**src/rtl/vertex_streamer.sv**
```systemverilog
// Snapshots a parallel set of {x,y,z} vertices on start and streams it out
// one vertex per valid/ready beat, isolated from later bus changes.
module vertex_streamer #(
    parameter int MAX_VERTS = 12,
    parameter int COORD_W   = 16
) (
    input  logic                           clk,
    input  logic                           reset,
    input  logic [MAX_VERTS*3*COORD_W-1:0] vert_bus,
    input  logic [3:0]                     num_verts,
    input  logic                           start,
    output logic                           busy,
    output logic                           out_valid,
    input  logic                           out_ready,
    output logic [COORD_W-1:0]             out_x,
    output logic [COORD_W-1:0]             out_y,
    output logic [COORD_W-1:0]             out_z,
    output logic [3:0]                     out_index,
    output logic                           out_last,
    output logic                           done
);

    localparam int         VERT_W  = 3 * COORD_W;
    localparam logic [3:0] MAX_CNT = 4'(MAX_VERTS);

    typedef enum logic [1:0] {
        IDLE,
        STREAM,
        DONE
    } state_t;

    state_t state;
    state_t state_next;

    logic [VERT_W-1:0] snap [MAX_VERTS];
    logic [3:0]        cnt;
    logic [3:0]        idx;
    logic [3:0]        cnt_in;
    logic [VERT_W-1:0] cur;
    logic              at_last;
    logic              accept;

    // Counts above the slot count are clamped rather than rejected.
    assign cnt_in  = (num_verts > MAX_CNT) ? MAX_CNT : num_verts;
    assign at_last = (idx == cnt - 4'd1);
    assign accept  = (state == IDLE) && start;
    assign cur     = snap[idx];

    assign out_x     = cur[VERT_W-1 -: COORD_W];
    assign out_y     = cur[2*COORD_W-1 -: COORD_W];
    assign out_z     = cur[COORD_W-1:0];
    assign out_index = idx;

    always_ff @(posedge clk) begin
        if (reset) begin
            state <= IDLE;
        end else begin
            state <= state_next;
        end
    end

    // idx only advances on a non-final transfer, so it never passes cnt-1.
    always_ff @(posedge clk) begin
        if (reset) begin
            cnt <= 4'd0;
            idx <= 4'd0;
            for (int k = 0; k < MAX_VERTS; k++) begin
                snap[k] <= '0;
            end
        end else if (accept) begin
            cnt <= cnt_in;
            idx <= 4'd0;
            for (int k = 0; k < MAX_VERTS; k++) begin
                snap[k] <= vert_bus[k*VERT_W +: VERT_W];
            end
        end else if (state == STREAM && out_ready && !at_last) begin
            idx <= idx + 4'd1;
        end
    end

    always_comb begin
        state_next = state;
        busy       = 1'b0;
        out_valid  = 1'b0;
        out_last   = 1'b0;
        done       = 1'b0;
        unique case (state)
            IDLE: begin
                if (start) begin
                    state_next = (cnt_in == 4'd0) ? DONE : STREAM;
                end
            end
            STREAM: begin
                busy      = 1'b1;
                out_valid = 1'b1;
                out_last  = at_last;
                if (out_ready && at_last) begin
                    state_next = DONE;
                end
            end
            DONE: begin
                busy       = 1'b1;
                done       = 1'b1;
                state_next = IDLE;
            end
            default: begin
                state_next = IDLE;
            end
        endcase
    end

endmodule

```
**config.mk**
```make
export PLATFORM = sky130hd
export DESIGN_NAME = vertex_streamer
export DESIGN_NICKNAME = d
export VERILOG_FILES = /design/src/rtl/vertex_streamer.sv
export SDC_FILE = /design/constraint.sdc
export NUM_CORES = 1
export LEC_CHECK = 0
export CORE_AREA = 2 2 250 252
export CTS_BUF_LIST = sky130_fd_sc_hd__clkbuf_4
export CTS_CLUSTER_DIAMETER = 30
export CTS_CLUSTER_SIZE = 28
export DETAILED_ROUTE_END_ITERATION = 8
export DIE_AREA = 0 0 252 254
export GPL_TIMING_DRIVEN = 0
export PLACE_DENSITY = 0.78
export SYNTH_ARGS = -nofsm -noshare
export SYNTH_HDL_FRONTEND = slang
export SYNTH_SLANG_ARGS = --single-unit
```
**constraint.sdc**
```tcl
create_clock -name clk -period 25.6 [get_ports clk]
set_input_delay 7.68 -clock clk [delete_from_list [all_inputs] [get_ports clk]]
set_output_delay 7.68 -clock clk [all_outputs]
set_load 0.005 [all_outputs]
```
## Word level (Yosys, flattened, before mapping)

Memory sizes are Yosys's and may differ from the RTL's. A register that Yosys moved wholly into a read port is not among the register bits.
Cells that the tools add are included.

- Equality and inequality tests: 5
- Reductions and logical operators: 10
- Add/subtract/negate cells: 2
- Bitwise operators: 12
- Magnitude comparators: 1
- Mux-type cells: 28

Operators with widths:

| kind | number |
|---|---|
| $mux W48 | 12 |
| $mux W4 | 3 |
| $or A1 B1 Y1 | 12 |
| $mux W1 | 9 |
| $mux W2 | 3 |
| $add A4 B1 Y4 const B | 1 |
| $eq A4 B4 Y1 | 1 |
| $gt A4 B4 Y1 const B | 1 |
| $logic_and A1 B1 Y1 | 4 |
| $logic_not A4 Y1 | 1 |
| $pmux W2 S2 | 1 |
| $reduce_or A2 Y1 | 2 |
| $sub A4 B1 Y4 const B | 1 |
| $eq A2 B1 Y1 const B | 1 |
| $eq A2 B2 Y1 const B | 1 |
| $logic_not A2 Y1 | 1 |
| $ne A2 B1 Y1 const B | 1 |
| $ne A2 B2 Y1 const B | 1 |
| $reduce_and A2 Y1 | 1 |
| $logic_not A1 Y1 | 1 |

- Bits in registers: 10
- Output and inout bits: 56
- Logic and storage cells: 62
- Memories: 1
- Input bits: 584
- Bits in writable memories: 576

Memory list:

| memory | depth | bits a word | rd ports | clocked after memory_dff | write ports | RTL line | source |
|---|---|---|---|---|---|---|---|
| snap | 12 | 48 | 1 | 1 | 12 | 35 | `logic [VERT_W-1:0] snap [MAX_VERTS];` |

## Longest topological paths before layout

Gate-level depths: netlist of the first run.

- Word-level depth: 6
- Gate-level depth with buffers: 7
- Mapped depth without buffers: 7

## Worst setup path after synthesis of the first run

OpenSTA, ideal clock, no wires.

- Kind: input port to flip-flop
- From: input start
- To: register with a tool-made name
- Arrival time: 19.922 ns
- Data required time: 25.457 ns
- Stages on the path: 5
- Setup slack: 5.535 ns
- Path through: a21oi_1 inv_1 nor4_1 nand2b_1 nand4_1

RTL lines:

| what | RTL line | source |
|---|---|---|
| start, declared | 11 | `input logic start,` |

==> results_dict.tcl, run 1 <==
set metrics [dict create \
    clock_latency_ns 0.90 \
    min_to "cnt[3]$_SDFFE_PP0P_" \
    dp_hpwl_mm 62.6 \
    grt_use_total_pct 26.4 \
    crit_fanout 10 \
    rsz0062_at_grt "no" \
    synth_cells 1642 \
    cts-root-buf "clkbuf_4" \
    end_kind "primary output" \
    dieArea_mm2 0.0640 \
    cts_resized 0 \
    hold_class "register to register" \
    yosysUniqueCellTypes 37 \
    whs_ns 0.516 \
    portBuffers 639 \
    drt-total-wl_mm 85.2 \
    num_rows 91 \
    cts.sinks 590 \
    maxCapViolations 0 \
    hold_viol_final 0 \
    path_buf_inv 4 \
    syn_area_per_cell_um2 16.1 \
    p_leak_nw 13.0 \
    area_growth_pct 36.2 \
    max_freq_ghz 0.0853 \
    sw_frac_of_total_pct 24.6 \
    drt-initial-drc-count 1490 \
    routed_via_density 5.37 \
    ys_seq_area_share_pct 66.7 \
    ir_drop_mv 0.0383 \
    nets 2989 \
    antenna_found_initial 24 \
    slew_headroom_pct 17.3 \
    clockBufferDepth 3 \
    first_pass_iters 5 \
    start_util_pct 43.0 \
    reg2reg_from "state[1]$_SDFFE_PP0P_" \
    pwr-share-clk_pct 35.2 \
    timing.final.crit_share_pct 45.8 \
    worstPathRequired_ns 17.92 \
    rr_worst_depth 6 \
    ys_seq_elements 590 \
    setup_viol 0 \
    worstHoldPathCells 1 \
    status "completed" \
    drtAntennaViolNets 0 \
    drc 0 \
    start_kind "register" \
    reg2reg_slack_ns 22.54 \
    cp_top_family "buffers and inverters" \
    syn_nets 2231 \
    cp.depth 6 \
    cts_setup_buffers 0 \
    die_h_um 254 \
    setup_tns_ns 0 \
    die_x_um 252 \
    cp_cell_sequence "buf_2 > clkbuf_1 > buf_4 > mux2i_1 > o21ai_0 > clkdlybuf4s50_1" \
    drive_gt1_share_pct 15.4 \
    path_class "register to primary output" \
    power_mw 2.52 \
    vias 17734 \
    cp_slowest_stage_delay_ns 0.91 \
    clk_pin_slew_ns 0.09 \
    final_util_pct 58.6 \
    wl_per_cell_um 25.8 \
    cp.arrival_ns 4.04 \
    worst_slew_pin_slew_ns 1.24 \
    skew_ns 0.0755 \
    slowest_stage "clkbuf_1" \
    final_cell_count_no_fill 3303 \
    reg2reg_to "snap[9][33]$_SDFFCE_PN0P_" \
    min_from "cnt[3]$_SDFFE_PP0P_" \
    gp_congestion 0.938 \
    cts_made_buffers 113 \
    seqPwrFrac_pct 49.2 \
    pin_count 640 \
    cts_hold_buf 0 \
    yosys_warnings 0 \
    p_comb_share_pct 15.6 \
    post-route-min-period_ns 11.72 \
    p_per_area_mw_per_mm2 70.2 \
    fp.coreArea_mm2 0.0613 \
    cts_tree "done" \
    slew_violations 0 \
    htreeDepth 3 \
    dp.cells 3075 \
    syn_area_mm2 0.0264 \
    grt_overflow_total 0 \
    grt_pass1_vias 18975 \
    power_switching_mw 0.620 \
    n_fill_cell 4710 \
    grt_pass1_wl_mm 121 \
    intPower_mw 1.90 \
    grt_max_degree 143 \
]
-- worst max-delay path by stage --
stage                   from                        end  slack (ns)
finish              register                  out_y[10]       13.88
global route        register                   out_x[2]       13.59
CTS                 register                   out_x[2]       13.63
detailed placement  register                   out_x[2]       14.66
global placement       start  out_index[3]$_SDFFE_PP0P_        1.15
floorplan              start                   register        5.54
-- cell families after synthesis --
family | share of synthesized area (%)
compound gates | 1.44
mux | 14.1
xor+xnor | 0.252
simple gates | 15.1
fa+ha+maj | 0.237
buf+inv | 2.19
flops | 66.7
-- cells in the mapped netlist, drive strengths merged --
master / instances / share of area (%)
a211oi: 1 / 0.028
a21boi: 1 / 0.028
a21oi: 1 / 0.019
a22o: 2 / 0.066
a311oi: 1 / 0.033
a31oi: 2 / 0.047
and2: 481 / 11
and3: 2 / 0.047
buf: 38 / 1.0
clkbuf: 76 / 1.1
dfxtp: 14 / 1.1
edfxtp: 576 / 66
ha: 5 / 0.24
inv: 7 / 0.10
mux2i: 48 / 1.8
mux4: 144 / 12
nand2: 56 / 0.80
nand2b: 3 / 0.071
nand3: 5 / 0.095
nand4: 8 / 0.19
nor2: 4 / 0.057
nor2b: 96 / 2.3
nor3: 2 / 0.057
nor4: 2 / 0.047
o211ai: 6 / 0.17
o21a: 1 / 0.028
o21ai: 52 / 0.99
o2bb2ai: 1 / 0.033
or4: 1 / 0.028
xnor2: 2 / 0.066
xnor3: 1 / 0.085
xor2: 3 / 0.10
-- power by group through the flow --
stage / Clock, mW / Sequential (mW) / Combinational, mW
6_report: 0.887 / 1.24 / 0.394
3_5_place_dp: 0 / 1.26 / 0.395
2_1_floorplan: 0 / 1.29 / 0.189
3_3_place_gp: 0 / 1.32 / 0.384
5_1_grt: 0.942 / 1.25 / 0.419
4_1_cts: 0.899 / 1.24 / 0.398
-- cell usage in the layout (no fill, tap or decap), drive strengths merged, types with 3 or more instances in the layout --
cell	count
xor2	3
nand4	8
clkbuf	206
nand3	5
clkinv	42
ha	5
mux4	144
inv	15
nand2	56
nand2b	3
clkdlybuf4s50	639
nor2b	96
dfxtp	14
and2	481
buf	42
edfxtp	576
o211ai	6
o21ai	52
diode	14
bufinv	22
clkinvlp	12
nor2	4
mux2i	48
-- worst reg2reg max path, stage by stage (launching register included) --
cell     delay, ns
dfxtp_1       0.36
inv_1         0.07
ha_1          0.23
a21oi_1       0.60
inv_8         0.40
buf_16        0.41
buf_16        0.31
-- state kept, by name (all words and copies together), names as in the netlist, named ones only --
name	cells
snap	576
out_index	4
cnt	4
state	2
-- layout make-up --
type,instances,area [um2],area share [%]
clock inverter,84,1040,2.89
timing repair buffer,643,6510,18.1
tap,790,988,2.75
multi-input combinational,931,8210,22.9
antenna,14,35.0,0.0975
buffer,114,551,1.53
sequential,590,17600,48.9
clock buffer,130,976,2.72
inverter,7,33.8,0.0941
-- layer usage --
metal  share of wire (%)  track usage [%]  routed length (um)
met5                0.15                0                 131
met4                 3.7             11.4                3170
met3                 9.3             6.99                7920
met2                  50             45.2               43000
met1                  36             31.4               31000
-- per-stage QoR --
stage | instance area (um2) | setup WS (ns)
final | 35900 | 13.88
after global routing | 35900 | 13.59
after CTS | 35900 | 13.63
after detailed placement | 33900 | 14.66
after global placement | 33700 | 1.15
after floorplan | 26400 | 5.54
(Power assumes the default switching activity.)
==> run 2, diff against run 1 <==
==> constraint.sdc (replaced) <==
create_clock -name clk -period 10.9 [get_ports clk]
set_input_delay 3.27 -clock clk [delete_from_list [all_inputs] [get_ports clk]]
set_output_delay 3.27 -clock clk [all_outputs]
set_load 0.005 [all_outputs]
==> results_dict.tcl, run 2 (synthesis gave the netlist of run 1 again) <==
set metrics [dict create \
    regMostFlops "snap" \
    setup_viol 0 \
    worst_slew_pin_slew_ns 1.24 \
    cp.arrival_ns 4.18 \
    whs_ns 0.541 \
    wl_per_cell_um 25.8 \
    rsz0062_at_grt "no" \
    final_cell_mix "clkdlybuf4s50_1 (639), edfxtp_1 (576), and2_1 (481)" \
    timing.final.crit_share_pct 68.4 \
    grt_max_degree 50 \
    placed_area_mm2 0.0340 \
    slew_headroom_pct 17.1 \
    start_kind "register" \
    final_util_pct 58.8 \
    hold_viol_final 0 \
    slew_violations 0 \
    vias 17738 \
    htreeDepth 3 \
    clockBufferDepth 3 \
    grt_overflow_total 0 \
    pin_count 640 \
    p_per_area_mw_per_mm2 163 \
    cts_hold_buf 0 \
    grtUsageMet2_pct 45.2 \
    cts_resized 0 \
    grt_use_met3_pct 7.27 \
    drtAntennaViolNets 0 \
    crit_fanout 10 \
    final_cell_area_mm2 0.0360 \
    n_fill_cell 4678 \
    slowest_stage "clkbuf_1" \
    ir_drop_mv 0.137 \
    hold_class "register to register" \
    cts_tree "done" \
    drive_gt1_share_pct 15.4 \
    cts_setup_buffers 0 \
    maxCapViolations 0 \
    grt_use_met1_pct 31.0 \
    clk_pin_slew_ns 0.09 \
    routed_via_density 5.35 \
    cp_slowest_stage_delay_ns 0.96 \
    dp.cells 3085 \
    status "completed" \
    cp_cell_sequence "buf_2 > clkbuf_1 > buf_4 > mux2i_1 > o21ai_0 > clkdlybuf4s50_1" \
    path_class "register to primary output" \
    gp_congestion 0.907 \
    nets 2998 \
    start_util_pct 43.0 \
    die_x_um 252 \
    top_usage_layer "met2" \
    num_rows 91 \
    drt-initial-drc-count 1606 \
    max_freq_ghz 0.134 \
    cts.sinks 590 \
    drt-total-wl_mm 85.6 \
    grt_use_total_pct 26.3 \
    worstPathRequired_ns 7.63 \
    dieArea_mm2 0.0640 \
    die_h_um 254 \
    end_kind "primary output" \
    grt_pass1_wl_mm 120 \
    skew_ns 0.0384 \
    grt_pass1_vias 18796 \
    final_common_cell "clkdlybuf4s50_1" \
    post-route-min-period_ns 7.45 \
    fp.coreArea_mm2 0.0613 \
    largest_reg_flops 576 \
    drc 0 \
    antenna_found_initial 28 \
    p_leak_nw 13.0 \
    power_mw 5.86 \
    final_cell_count_no_fill 3313 \
    first_pass_iters 5 \
    area_growth_pct 36.6 \
    cts_made_buffers 112 \
    portBuffers 639 \
    dp_hpwl_mm 63.4 \
    clock_latency_ns 0.90 \
    cts-root-buf "clkbuf_4" \
]
==> run 2: cell types whose count changed in the layout (fill, tap and decap cells not counted), moves of 2 or more <==
cell        change
clkinvlp_4      +2
clkbuf_4        -8
inv_8           +2
clkinv_4        +4
clkinv_1        +6
bufinv_16       -4
buf_12         +14
inv_6           +3
diode_2         +4
clkinv_2        -8
buf_16          -4
==> run 2: area by class of cell <==
class                      count  area [um2]  area share, %
clock inverter                88        1000           2.78
sequential                   590       17600           48.8
antenna                       18        45.0          0.125
timing repair buffer         653        6680           18.5
buffer                       114         551           1.53
inverter                       7        30.0         0.0834
multi-input combinational    931        8220           22.8
clock buffer                 122         916           2.54
tap                          790         988           2.75
==> run 2: per-stage QoR <==
step                TNS (ns)  worst slack (ns)
floorplan            -951.65             -1.64
global placement    -2990.30             -5.20
detailed placement         0              4.23
CTS                        0              3.20
global route               0              3.21
finish                     0              3.45
==> run 2: metal layers <==
metal / routed length (um) / vias to the layer above
li1: - / 7711
met1: 30700 / 8789
met2: 43100 / 1012
met3: 8460 / 200
met4: 3200 / 26
met5: 172 / -
==> run 2: final timing paths <==
| path | startpoint | slack, ns | cells after the start | end |
|---|---|---|---|---|
| hold reg to reg | cnt[3]$_SDFFE_PP0P_ | 0.54 | 1 | cnt[3]$_SDFFE_PP0P_ |
| hold / removal | cnt[3]$_SDFFE_PP0P_ | 0.54 | 1 | cnt[3]$_SDFFE_PP0P_ |
| setup / recovery | register | 3.45 | 6 | out_y[10] |
| setup reg to reg | state[0]$_SDFFE_PP0P_ | 7.47 | 10 | snap[4][35]$_SDFFCE_PN0P_ |
==> run 2: where the power goes <==
group          switching [mW]  total, mW  internal (mW)  leakage, nW
Combinational           0.432      0.945          0.513         5.63
Sequential             0.0812       2.91           2.83         6.32
Clock                   0.977       2.00           1.02         1.01
==> run 2: critical path, delay by kind of cell (launching register included) <==
family          cells  cell delay, ns
buf+inv             4            2.28
compound gates      1            0.58
flops               1            0.32
mux                 1            0.12
==> run 3, diff against run 2 <==
==> config.mk (replaced) <==
export PLATFORM = sky130hd
export DESIGN_NAME = vertex_streamer
export DESIGN_NICKNAME = d
export VERILOG_FILES = /design/src/rtl/vertex_streamer.sv
export SDC_FILE = /design/constraint.sdc
export NUM_CORES = 1
export LEC_CHECK = 0
export CORE_AREA = 2 2 247 249
export CTS_BUF_LIST = sky130_fd_sc_hd__clkbuf_4
export CTS_CLUSTER_DIAMETER = 30
export CTS_CLUSTER_SIZE = 28
export DETAILED_ROUTE_END_ITERATION = 8
export DIE_AREA = 0 0 249 251
export GPL_TIMING_DRIVEN = 0
export PLACE_DENSITY = 0.82
export SYNTH_ARGS = -nofsm -noshare
export SYNTH_HDL_FRONTEND = slang
export SYNTH_SLANG_ARGS = --single-unit
==> constraint.sdc (replaced) <==
create_clock -name clk -period 6.02 [get_ports clk]
set_input_delay 1.806 -clock clk [delete_from_list [all_inputs] [get_ports clk]]
set_output_delay 1.806 -clock clk [all_outputs]
set_load 0.005 [all_outputs]
==> results_dict.tcl, run 3 (synthesis gave the netlist of run 1 again) <==
set metrics [dict create \
    p_leak_nw 13.0 \
    routed_via_density 5.36 \
    first_pass_iters 8 \
    end_kind "primary output" \
    post-place-ws_ns 0.931 \
    cts_tree "done" \
    final_cell_mix "clkdlybuf4s50_1 (639), edfxtp_1 (576), and2_1 (481)" \
    whs_ns 0.520 \
    clockBufferDepth 3 \
    setup_viol 0 \
    htreeDepth 3 \
    start_kind "register" \
    pin_count 640 \
    path_class "register to primary output" \
    grt_max_degree 51 \
    drive_gt1_share_pct 15.7 \
    post-route-min-period_ns 5.80 \
    worst_slew_pin_slew_ns 1.07 \
    portBuffers 639 \
    worstPathRequired_ns 4.21 \
    hold_viol_final 0 \
    clk_pin_slew_ns 0.10 \
    cts_made_buffers 114 \
    timing.final.crit_share_pct 96.4 \
    num_rows 90 \
    die_x_um 249 \
    slowest_stage "o21ai_0" \
    hold_class "register to register" \
    ir_drop_mv 0.173 \
    skew_ns 0.0711 \
    grt_use_total_pct 27.5 \
    regMostFlops "snap" \
    dp_hpwl_mm 65.1 \
    slew_headroom_pct 28.8 \
    die_h_um 251 \
    clock_latency_ns 0.92 \
    dieArea_mm2 0.0625 \
    antenna_found_initial 38 \
    start_util_pct 44.1 \
    status "completed" \
    drt-total-wl_mm 86.3 \
    grt_pass1_wl_mm 123 \
    vias 17749 \
    drt-initial-drc-count 1418 \
    fp.coreArea_mm2 0.0598 \
    cp_common_cell "buf_2" \
    drc 0 \
    n_fill_cell 4366 \
    crit_fanout 11 \
    slew_violations 0 \
    cts-root-buf "clkbuf_4" \
    p_per_area_mw_per_mm2 298 \
    drtAntennaViolNets 0 \
    worst_slack_ns 0.218 \
    final_common_cell "clkdlybuf4s50_1" \
    wl_per_cell_um 26.1 \
    cp_slowest_stage_delay_ns 0.66 \
    final_util_pct 60.4 \
    cp.arrival_ns 4.00 \
    grt_pass1_vias 18904 \
    nets 2999 \
    rsz0062_at_grt "no" \
    max_freq_ghz 0.172 \
    gp_congestion 0.912 \
    grt_overflow_total 0 \
    maxCapViolations 0 \
    cts.sinks 590 \
    largest_reg_flops 576 \
    cp_cell_sequence "buf_2 > buf_2 > buf_2 > mux4_2 > mux2i_1 > o21ai_0 > clkdlybuf4s50_1" \
    area_growth_pct 36.9 \
]
run 3: cell types whose count changed in the layout (fill, tap and decap cells not counted), sizes merged:
cell,before,now
inv,19,17
diode,18,21
clkinvlp,14,16
clkinv,44,43
bufinv,18,21
clkbuf,198,200
run 3: worst max-delay path: cells and delay by family, from the launching register on:
| kind | cells | cell delay, ns |
|---|---|---|
| muxes | 2 | 0.31 |
| buffers and inverters | 4 | 1.80 |
| AOI/OAI and AO/OA | 1 | 0.66 |
| DFF | 1 | 0.31 |
run 3: worst paths after layout:
kind	start	to	slack, ns	cells after the start
worst max-delay path	register	out_y[10]	0.22	7
worst min-delay path	cnt[3]$_SDFFE_PP0P_	cnt[3]$_SDFFE_PP0P_	0.52	1
worst max register to register	state[1]$_SDFFE_PP0P_	snap[6][27]$_SDFFCE_PN0P_	2.86	9
worst min register to register	cnt[3]$_SDFFE_PP0P_	cnt[3]$_SDFFE_PP0P_	0.52	1
run 3: final cells by class:
cell class	count	area [um2]	share of cell area (%)
buffer	113	548	1.52
multi-input combinational	931	8220	22.8
inverter	7	30.0	0.0832
clock buffer	125	938	2.60
tap	782	978	2.71
clock inverter	90	1070	2.97
sequential	590	17600	48.7
antenna	21	52.6	0.146
timing repair buffer	653	6680	18.5
run 3: power by group:
group / switching, mW / total, mW / leakage [nW] / internal, mW
combinational: 0.787 / 1.72 / 5.63 / 0.929
sequential: 0.151 / 5.28 / 6.32 / 5.13
clock: 1.76 / 3.76 / 1.05 / 2.00
total: 2.70 / 10.8 / 13.0 / 8.05
run 3: stage by stage:
stage          instances  instance area (um2)  total power [mW]  setup TNS [ns]
5_1_grt             3302                36100              11.1               0
2_1_floorplan       1642                26400              6.24        -2939.77
3_3_place_gp        3063                33800              7.16        -5012.82
3_5_place_dp        3077                34000              7.09               0
6_report            3312                36100              10.8               0
4_1_cts             3291                36000              10.8               0
run 3: metal layers:
metal,share of wire (%),track usage (%),up-vias
li1,-,-,7719
met1,36,32.3,8800
met4,4.2,12.6,34
met5,0.25,0,-
met3,9.6,7.81,211
met2,50,47.0,985
run 3: repair_timing:
item	4_1_cts	5_1_grt
setup buffers	0	0
endpoints found under the setup margin	7	0
hold buffers	0	0
resized for setup	1	0
